--- config.mk ---
export PLATFORM = sky130hd
export DESIGN_NAME = frame_fetch
export DESIGN_NICKNAME = d
export VERILOG_FILES = /design/src/rtl/spu_pkg.sv /design/src/rtl/fetch_skid_buf.sv /design/src/rtl/frame_fetch.sv
export SDC_FILE = /design/constraint.sdc
export NUM_CORES = 1
export LEC_CHECK = 0
export BUFFER_PORTS_ARGS = -buffer_cell sky130_fd_sc_hd__buf_2
export CORE_MARGIN = 3
export CORE_UTILIZATION = 25
export DETAILED_ROUTE_END_ITERATION = 10
export SYNTH_ARGS = -nofsm -noshare
export SYNTH_HDL_FRONTEND = slang
export SYNTH_SLANG_ARGS = --single-unit
--- constraint.sdc ---
create_clock -name clk -period 4.1 [get_ports clk]
set_clock_uncertainty 0.05 [all_clocks]
set_input_delay 1.025 -clock clk [delete_from_list [all_inputs] [get_ports clk]]
set_output_delay 1.025 -clock clk [all_outputs]
set_load 0.01 [all_outputs]
--- src/rtl/spu_pkg.sv ---
// Shared scan-out constants, pixel type and fetch FSM states for the frame fetch path.
package spu_pkg;

    localparam int FRAME_W   = 320;
    localparam int FRAME_H   = 240;
    localparam int PIX_W     = 24;
    localparam int FB_ADDR_W = 17;

    typedef struct packed {
        logic [7:0] r;
        logic [7:0] g;
        logic [7:0] b;
    } rgb_t;

    typedef enum logic [1:0] {
        IDLE,
        FETCH,
        DRAIN
    } fetch_state_t;

    function automatic rgb_t bar_color(input logic [2:0] idx);
        rgb_t c;
        case (idx)
            3'd0:    c = '{r: 8'hFF, g: 8'hFF, b: 8'hFF};
            3'd1:    c = '{r: 8'hFF, g: 8'hFF, b: 8'h00};
            3'd2:    c = '{r: 8'h00, g: 8'hFF, b: 8'hFF};
            3'd3:    c = '{r: 8'h00, g: 8'hFF, b: 8'h00};
            3'd4:    c = '{r: 8'hFF, g: 8'h00, b: 8'hFF};
            3'd5:    c = '{r: 8'hFF, g: 8'h00, b: 8'h00};
            3'd6:    c = '{r: 8'h00, g: 8'h00, b: 8'hFF};
            default: c = '{r: 8'h00, g: 8'h00, b: 8'h00};
        endcase
        return c;
    endfunction

endpackage

--- src/rtl/fetch_skid_buf.sv ---
// Two-entry skid FIFO that holds returned pixels while the pixel FIFO is full.
module fetch_skid_buf
    import spu_pkg::*;
#(
    parameter int DATA_W = PIX_W
) (
    input  logic              clk,
    input  logic              rst_n,
    input  logic              push,
    input  logic [DATA_W-1:0] push_data,
    input  logic              pop,
    output logic [1:0]        count,
    output logic [DATA_W-1:0] head
);

    logic [DATA_W-1:0] mem [2];
    logic              wr_ptr;
    logic              rd_ptr;

    always_ff @(posedge clk or negedge rst_n) begin
        if (!rst_n) begin
            mem[0] <= '0;
            mem[1] <= '0;
            wr_ptr <= 1'b0;
            rd_ptr <= 1'b0;
            count  <= '0;
        end else begin
            if (push) begin
                mem[wr_ptr] <= push_data;
                wr_ptr      <= ~wr_ptr;
            end
            if (pop) begin
                rd_ptr <= ~rd_ptr;
            end
            count <= count + 2'(push) - 2'(pop);
        end
    end

    assign head = mem[rd_ptr];

endmodule

--- src/rtl/frame_fetch.sv ---
// Raster-order frame-buffer fetch into the pixel FIFO with read-latency absorption.
// Optional FRAME_FETCH_TEST_PATTERN_EN replaces pixel data with 8 vertical colour bars.
module frame_fetch
    import spu_pkg::*;
#(
    parameter int FRAME_W = spu_pkg::FRAME_W,
    parameter int FRAME_H = spu_pkg::FRAME_H,
    parameter int ADDR_W  = FB_ADDR_W,
    parameter int DATA_W  = PIX_W,
    parameter int RD_LAT  = 1
) (
    input  logic              clk,
    input  logic              rst_n,
    input  logic              enable,
    output logic [ADDR_W-1:0] fb_rd_addr,
    output logic              fb_rd_en,
    input  logic [DATA_W-1:0] fb_rd_data,
    input  logic              fifo_full,
    output logic              fifo_wr_en,
    output logic [DATA_W-1:0] fifo_din,
    output logic              frame_start,
    output logic              frame_done,
    output logic              busy
);

    localparam logic [ADDR_W-1:0] LAST_PIX = ADDR_W'(FRAME_W * FRAME_H - 1);

    fetch_state_t      state, state_nxt;
    logic [ADDR_W-1:0] rd_addr;
    logic [ADDR_W-1:0] wr_cnt;
    logic [RD_LAT-1:0] vld_q;
    logic [1:0]        in_flight;
    logic [1:0]        skid_count;
    logic [DATA_W-1:0] skid_head;
    logic              issue, ret_valid, skid_empty, skid_push, skid_pop, direct_wr;

    always_comb begin
        in_flight = '0;
        for (int unsigned i = 0; i < RD_LAT; i++) begin
            in_flight = in_flight + 2'(vld_q[i]);
        end
    end

    // Outstanding reads plus buffered pixels never exceed the skid depth, so it cannot overflow.
    assign issue      = (state == FETCH) && !fifo_full && ((3'(in_flight) + 3'(skid_count)) < 3'd2);
    assign ret_valid  = vld_q[RD_LAT-1];
    assign skid_empty = (skid_count == '0);
    assign skid_pop   = !skid_empty && !fifo_full;
    assign direct_wr  = ret_valid && skid_empty && !fifo_full;
    assign skid_push  = ret_valid && !direct_wr;

    fetch_skid_buf #(
        .DATA_W(DATA_W)
    ) u_skid (
        .clk      (clk),
        .rst_n    (rst_n),
        .push     (skid_push),
        .push_data(fb_rd_data),
        .pop      (skid_pop),
        .count    (skid_count),
        .head     (skid_head)
    );

    always_comb begin
        state_nxt = state;
        case (state)
            IDLE:    if (enable) state_nxt = FETCH;
            FETCH:   if (issue && (rd_addr == LAST_PIX) && !enable) state_nxt = DRAIN;
            DRAIN:   if (frame_done) state_nxt = IDLE;
            default: state_nxt = IDLE;
        endcase
    end

    always_ff @(posedge clk or negedge rst_n) begin
        if (!rst_n) begin
            state   <= IDLE;
            rd_addr <= '0;
            wr_cnt  <= '0;
            vld_q   <= '0;
        end else begin
            state <= state_nxt;
            vld_q <= RD_LAT'({vld_q, issue});
            if (issue) begin
                rd_addr <= (rd_addr == LAST_PIX) ? '0 : rd_addr + 1'b1;
            end
            if (fifo_wr_en) begin
                wr_cnt <= (wr_cnt == LAST_PIX) ? '0 : wr_cnt + 1'b1;
            end
        end
    end

`ifdef FRAME_FETCH_TEST_PATTERN_EN
    localparam int BAR_W  = FRAME_W / 8;
    localparam int BX_W   = $clog2(BAR_W + 1);

    logic [BX_W-1:0] bar_x;
    logic [2:0]      bar_idx;

    // Bar index wraps 7->0 exactly at line end, so the x position restarts every line.
    always_ff @(posedge clk or negedge rst_n) begin
        if (!rst_n) begin
            bar_x   <= '0;
            bar_idx <= '0;
        end else if (fifo_wr_en) begin
            if (bar_x == BX_W'(BAR_W - 1)) begin
                bar_x   <= '0;
                bar_idx <= bar_idx + 1'b1;
            end else begin
                bar_x <= bar_x + 1'b1;
            end
        end
    end

    assign fifo_din = fifo_wr_en ? DATA_W'(bar_color(bar_idx)) : '0;
`else
    assign fifo_din = fifo_wr_en ? (skid_pop ? skid_head : fb_rd_data) : '0;
`endif

    assign fifo_wr_en  = skid_pop || direct_wr;
    assign fb_rd_en    = issue;
    assign fb_rd_addr  = rd_addr;
    assign frame_start = issue && (rd_addr == '0);
    assign frame_done  = fifo_wr_en && (wr_cnt == LAST_PIX);
    assign busy        = (state != IDLE);

endmodule

==> flow_results.org, run 1 <==
** Pwr
- Cell-internal power :: 2.34 mW
- Sw frac :: 33.5%
- The worst-case IR drop observed on VDD is 0.254 mV.
- The analysis attributes to cell leakage a power of 2.34 nW.
- Registers are responsible for 40.9% of the overall power.
- The analysis attributes to net switching a power of 1.18 mW.
- Portion of total power attributed to the clock network :: 25.1%
- Share of total power in combinational logic :: 33.9%
- Power per cell area :: 656 nW/um^2
- Power comes to 3.52 mW.

** CTS
- # clock sinks :: 89
- Clock Tree Root :: sky130_fd_sc_hd__clkbuf_16
- Maximum level of the CTS H-tree :: 3
- The clock passes through at most 2 buffers.
- Setup Buffers After CTS :: 0
- Clock tree synthesis inserted a total of 9 buffers.
- In this run, post-CTS hold repair placed 0 buffers.
- TritonCTS built the clock tree.
- Post-CTS repair changed the size of 0 cells.
- Clk_lat worst skew :: 0.34 ns
- Clk pin slew, worst setup/hold paths :: 0.07 ns

** Synthesis
- Ys flop type :: sky130_fd_sc_hd__dfrtp_1
- Summed instance area of the synthesized netlist :: 4410 sq um
- Synthesis handed over a netlist of 397 instances.
- Post-Synthesis Mean Instance Area :: 11.1 sq um
- Share of flip-flops with an asynchronous set or reset after synthesis :: 100%
- Sequential cell area fraction in the yosys report :: 50.5%
- The synthesized design devotes to its leading area cell type 50.5% of total area.
- By instance count, the leading cell after synthesis is sky130_fd_sc_hd__dfrtp_1.
- The number of nets in the synthesized netlist is 430.
- Largest cells by area after synthesis :: sky130_fd_sc_hd__dfrtp_1, sky130_fd_sc_hd__mux2_2, sky130_fd_sc_hd__mux2i_1
- Most frequent cells after synthesis :: sky130_fd_sc_hd__dfrtp_1, sky130_fd_sc_hd__mux2_2, sky130_fd_sc_hd__o21ai_0
- Yosys mapped the design onto 42 distinct sky130hd cell types.
- Synthesized flop and latch total :: 89
- The biggest area contributor in the post-synthesis netlist is sky130_fd_sc_hd__dfrtp_1.
- In this run, synthesis inferred 0 flip-flops with an integrated enable.
- Synthesis warning total :: 0

** Worst setup path
- Worst EP required :: 3.02 ns
- The worst setup path is launched from an input pin.
- R2r startpoint :: u_skid.count[0]
- Data on the critical path arrives at its endpoint at 2.34 ns.
- R2r endpoint :: u_skid.count[1]
- The number of cells on the worst reg-to-reg path is 7.
- Internal reg-to-reg setup slack :: 1.65 ns
- Critical path class :: input pin to primary output
- Endpoint class of the critical path :: primary output
- In this run the worst path has a maximum fanout of 11.

** Die
- After floorplanning, the core was sized to cover 16900 sq um.
- In this run the count of I/O pins placed on the die edge is 74.
- After floorplanning, the core was divided into 47 placement rows.
- The floorplan step defined a die boundary enclosing 19300 sq um.
- Measured along the y axis, the die boundary spans 139 um.
- Initial core utilization :: 26.0%
- The floorplan step set the die width to 139 um.

** Detailed routing
- The first detailed-routing pass took 4 iterations.
- The detail route stage leaves a number of antenna-violating nets equal to 0.
- Routed via count :: 3355
- Vias per inst :: 4.83
- DRC violation total after the first TritonRoute iteration :: 111
- Total length of routed wires :: 10.2 mm
- Dividing the detail-routed wire length by the instance count gives 14.7 um.
- Final routed DRC violation total :: 0

** Final layout
- Area overhead of the layout relative to synthesis :: 21.6%
- Filler Cell Count :: 1759
- Measured on the finished design, the core utilization comes to 31.6%.
- In the final layout, the share of cells above drive strength 1 is 32.3%.
- For this run, the post-layout net count is 502.
- Number of antenna repair diodes :: 0

** Placement
- Routability cong. :: 0.820
- Number of input and output port buffers inserted :: 73
- Summed over all nets, the half-perimeter wirelength after detailed placement is 6.81 mm.

** Timing
- Final setup violation count :: 0
- Unrepaired setup endpoints after global routing :: false
- Max-slew violation count :: 0
- Based on the critical path, the design can be clocked at up to 0.293 GHz.
- Across all hold checks on the routed design, the worst slack comes to 0.448 ns.
- Remaining max-slew budget at the tightest pin :: 23.9%
- Min cycle time layout :: 3.42 ns
- Final sum of negative setup slack :: 0 ns
- Final count of hold timing violations :: 0
- Share of the clock period used by the worst path :: 83.3%
- Measured slew at the worst slew-check pin :: 1.14 ns

** GRT
- Entering global routing, the biggest net connects 90 pins.
- Global routing consumed, over all layers together, 10.9% of the routing resources.
- Via count of the first global-routing pass :: 3524
- Remaining global-route overflow :: 0
- The initial antenna violation count is 0.
- First-pass GRT wire length :: 17.4 mm

** Outcome
- The flow ran to the end, and the final reports show no timing, DRC or antenna violations.

** Min path
- Classification of the worst-slack hold path :: flop to flop
- Source of the worst hold timing path :: wr_cnt[8]
- Hold-critical path endpoint :: wr_cnt[8]
- Cell depth of the worst hold path :: 1

** Job
- Across the run, the number of max-cap violations was 0.
[layout by cell type, fill, tap and decap left out, types with 6 or more instances in the layout]
master / Yosys / final
sky130_fd_sc_hd__buf_4: 0 / 7
sky130_fd_sc_hd__dfrtp_1: 89 / 89
sky130_fd_sc_hd__o21ai_0: 36 / 36
sky130_fd_sc_hd__nand2_1: 15 / 15
sky130_fd_sc_hd__nor4_1: 6 / 6
sky130_fd_sc_hd__nor2_1: 15 / 14
sky130_fd_sc_hd__xor2_1: 6 / 6
sky130_fd_sc_hd__mux2i_1: 24 / 24
sky130_fd_sc_hd__nand4_1: 14 / 14
sky130_fd_sc_hd__buf_2: 4 / 72
sky130_fd_sc_hd__clkbuf_16: 0 / 9
sky130_fd_sc_hd__a21oi_1: 6 / 6
sky130_fd_sc_hd__nand3_1: 32 / 32
sky130_fd_sc_hd__mux2_2: 48 / 48
sky130_fd_sc_hd__xnor2_1: 20 / 20
sky130_fd_sc_hd__inv_1: 11 / 11
sky130_fd_sc_hd__o31ai_1: 6 / 6
[worst max-delay path by stage]
stage | start | to | slack [ns]
finish | fifo_full | frame_done | 0.68
global route | fifo_full | frame_done | 0.61
CTS | fifo_full | frame_done | 0.68
global placement | fifo_full | frame_done | 0.71
detailed placement | fifo_full | frame_done | 0.68
floorplan | fifo_full | frame_done | 1.02
[cell families (layout without fill, tap and decap cells)]
| group | count (synthesis) | after routing | synth area share (%) |
|---|---|---|---|
| and+or+nand+nor | 120 | 120 | 15.5 |
| DFF | 89 | 89 | 50.5 |
| buffers and inverters | 30 | 107 | 2.67 |
| adders and majority gates | 5 | 5 | 1.42 |
| muxes | 72 | 72 | 17.7 |
| AOI/OAI and AO/OA | 55 | 55 | 7.01 |
| xor gates and xnor gates | 26 | 26 | 5.16 |
[layer usage]
layer / track usage [%] / vias up / wire length [um]
li1: - / 1583 / -
met1: 13.8 / 1708 / 4780
met2: 17.9 / 53 / 4820
met3: 3.24 / 11 / 464
met4: 3.24 / 0 / 141
met5: 0 / - / 0
[sequential cells by signal (all words and copies together), names as in the netlist]
signal and count:
u_skid.count 2, ret_valid 1, wr_cnt 17, u_skid.rd_ptr 1, state 2, u_skid.wr_ptr 1, fb_rd_addr 17, u_skid.mem 48
[power by group through the flow]
stage	logic [mW]	registers (mW)	clock network, mW
2_1_floorplan	0.874	1.38	0
3_3_place_gp	1.18	1.43	0
3_5_place_dp	1.21	1.46	0
4_1_cts	1.22	1.44	0.921
5_1_grt	1.33	1.49	0.954
6_report	1.19	1.44	0.884
[stage by stage]
step | instances | worst slack [ns] | area (sq um)
4_1_cts | 694 | 0.679 | 5360
5_1_grt | 694 | 0.611 | 5360
3_3_place_gp | 678 | 0.714 | 5040
2_1_floorplan | 397 | 1.02 | 4410
6_report | 694 | 0.684 | 5360
3_5_place_dp | 678 | 0.680 | 5040
[cell type report]
type	count	area, sq um	share of cell area [%]
Sequential cell	89	2230	41.6
Multi-Input combinational cell	278	2080	38.8
Clock buffer	9	225	4.20
Tap cell	220	275	5.14
Timing Repair Buffer	79	413	7.70
Inverter	12	45.0	0.840
Clock inverter	7	93.8	1.75
[worst max-delay path, cell delays in order]
cell	delay [ns]
sky130_fd_sc_hd__buf_2	0.18
sky130_fd_sc_hd__or4_1	0.65
sky130_fd_sc_hd__nor2_2	0.15
sky130_fd_sc_hd__buf_4	0.18
sky130_fd_sc_hd__buf_2	0.15
Power figures use the tool's default switching activity.
==> run 2, diff against run 1 <==
==> constraint.sdc (replaced) <==
create_clock -name clk -period 3.2 [get_ports clk]
set_clock_uncertainty 0.05 [all_clocks]
set_input_delay 0.8 -clock clk [delete_from_list [all_inputs] [get_ports clk]]
set_output_delay 0.8 -clock clk [all_outputs]
set_load 0.01 [all_outputs]
==> run 2 against run 1 <==
Core utilization grew 0.63 points. Register-to-register slack worse by 0.80 ns. Hold slack worse by 0.039 ns. Critical endpoint unchanged. Largest power group unchanged. First-iteration DRC count up 16%. Sequential power rose by 30%. Combinational power increased by 32%. Non-clock buffer count rose by 2.
==> flow_results.org, run 2 (synthesis gave the netlist of run 1 again) <==
** Final layout
- Filler Cell Count :: 1759
- Share of the core filled with cells in the final layout :: 32.3%
- The multi-input combinational cells in the finished layout cover a total of 2100 sq um.
- After the last flow step, the layout net total stands at 505.
- Most common cell after layout, fill and taps aside :: sky130_fd_sc_hd__dfrtp_1
- Fraction of final layout cells with drive strength greater than 1 :: 32.7%
- In the layout the commonest cells are sky130_fd_sc_hd__dfrtp_1, sky130_fd_sc_hd__buf_2, sky130_fd_sc_hd__mux2_2, sky130_fd_sc_hd__o21ai_0, sky130_fd_sc_hd__nand3_1.
- Area overhead of the layout relative to synthesis :: 24.0%
- The register with the most flip-flops in the layout has 48 of them.
- Register area :: 2230 sq um
- Number of antenna repair diodes :: 0
- Non-filler instance count after layout :: 697
- After routing the design area is 5470 sq um.
- u_skid.mem holds more flip-flops than any other register.

** Placement
- OpenSTA, run right after detailed placement, puts the worst setup slack at 0.306 ns.
- Routability cong. :: 0.820
- DP Cell Count :: 680
- Input and output buffers added on the ports amount to 73.
- Once detailed placement completed, the half-perimeter wirelength came to 7.17 mm.
- The placed instances occupy a cell area of 5080 sq um.

** Outcome
- The flow ran to the end, and the final reports show no timing, DRC or antenna violations.

** CTS
- Clk_lat worst skew :: 0.34 ns
- # clock sinks :: 89
- The clock tree synthesis step divided the H-tree into 3 levels.
- The longest clock path from root to sink contains 2 buffers.
- Clock-pin slew was measured on the worst setup and hold paths at 0.07 ns.
- TritonCTS built the clock tree.
- Setup Buffers After CTS :: 0
- Clock Tree Root :: sky130_fd_sc_hd__clkbuf_16
- Inserted Clock Buffers :: 9

** GRT
- Entering global routing, the biggest net connects 51 pins.
- Number of antenna violations at the first check in global routing :: 0
- The total overflow left after global routing is 0.
- Gr usage total :: 11.3%
- The number of global-route vias before repair is 3579.
- First-pass GRT wire length :: 17.6 mm

** Worst setup path
- Critical path class :: flop to primary output
- Data arrives at the worst endpoint at 2.18 ns.
- The worst setup path is captured at a primary output.
- Cells along the critical path :: nor3_1, buf_4, or4_1, nor2_2, buf_2
- The largest individual stage delay along the critical path comes from the cell sky130_fd_sc_hd__dfrtp_1.
- Delay of the slowest cell on the worst path :: 0.62 ns
- CP max FO :: 12
- Sort of element at the start of the critical path :: flop
- Dominant delay contributor by cell family on the critical path :: simple AND/OR/NAND/NOR gates
- Together, buffers and inverters on the worst path number 2.
- For the worst setup path, the data required time is 2.35 ns.

** Detailed routing
- Detailed routing inserted a total of 3405 vias.
- Wires add up to 10.9 mm.
- The count of nets left with antenna violations once routing finished came out at 0.
- Vias per inst :: 4.89
- The first TritonRoute pass finished after 4 iterations.
- After the first detailed-routing iteration, the DRC count stood at 129.
- Detailed-route wire length per cell :: 15.7 um
- Final routed DRC violation total :: 0

** Timing
- Share of the clock period used by the worst path :: 94.7%
- Post-route setup slack :: 0.168 ns
- Setup violations remaining at the end of the flow were counted as 0.
- Worst Hold Margin :: 0.409 ns
- The total count of max-transition violations in the final report came to 0.
- Final sum of negative setup slack :: 0 ns
- For the pin with the worst max-slew slack, the measured transition is 0.692 ns.
- Min cycle time layout :: 3.03 ns
- The worst pin sits at a relative slew slack of 53.8%.
- Maximum clock frequency :: 0.330 GHz
- Unrepaired setup endpoints after global routing :: false
- Final count of hold timing violations :: 0

** Die
- The floorplan step set the die width to 139 um.
- After floorplanning, the core was divided into 47 placement rows.
- Measured along the y axis, the die boundary spans 139 um.
- Core region area :: 16900 sq um
- Io pins :: 74
- Initial core utilization :: 26.0%
- The die covers 19300 sq um.

** Job
- Across the run, the number of max-cap violations was 0.

** Pwr
- Leak :: 2.39 nW
- Power per cell area :: 865 nW/um^2
- IR analysis of the VDD net gives a maximum drop of 0.306 mV.
- Total power for the finished layout comes to 4.73 mW.

** Min path
- Classification of the worst-slack hold path :: input pin to async pin
## run 2: cell types whose count changed in the layout (fill, tap and decap cells not counted), sizes merged
cell / delta
buf: +2
bufinv: +2
clkinv: -1
clkinvlp: -1
o21bai: +1
## run 2: layer usage
layer / vias to the layer above / GRT usage, % / part of all wire [%]
li1: 1599 / - / -
met1: 1727 / 13.5 / 44
met2: 66 / 19.1 / 50
met3: 13 / 3.55 / 4.6
met4: 0 / 3.96 / 1.5
met5: - / 0 / 0
## run 2: path summary, 6_finish.rpt
path	cells after the start	endpoint	slack, ns	from
worst max-delay path	5	frame_done	0.17	u_skid.count[1]
worst min-delay path	1	wr_cnt[16]	0.41	rst_n
worst max register to register	5	wr_cnt[16]	0.85	u_skid.count[1]
worst min register to register	1	wr_cnt[15]	0.45	wr_cnt[15]
max in group asynchronous	2	u_skid.mem[18]	2.02	rst_n
min in group clk	1	wr_cnt[15]	0.45	wr_cnt[15]
## run 2: layout make-up
class,count,share of cell area (%)
sequential,89,40.7
multi-input combinational,279,38.4
timing repair buffer,81,8.29
tap,220,5.04
clock buffer,9,4.12
clock inverter,7,2.59
inverter,12,0.824
## run 2: timing repair
action / CTS / global route
resized for setup: 0 / 1
setup endpoints to repair: 0 / 24
hold buffers: 0 / 0
## run 2: power breakdown
group          internal [mW]  switching (mW)
registers               1.54           0.329
logic                  0.801           0.765
clock network          0.843           0.451
total                   3.18            1.55
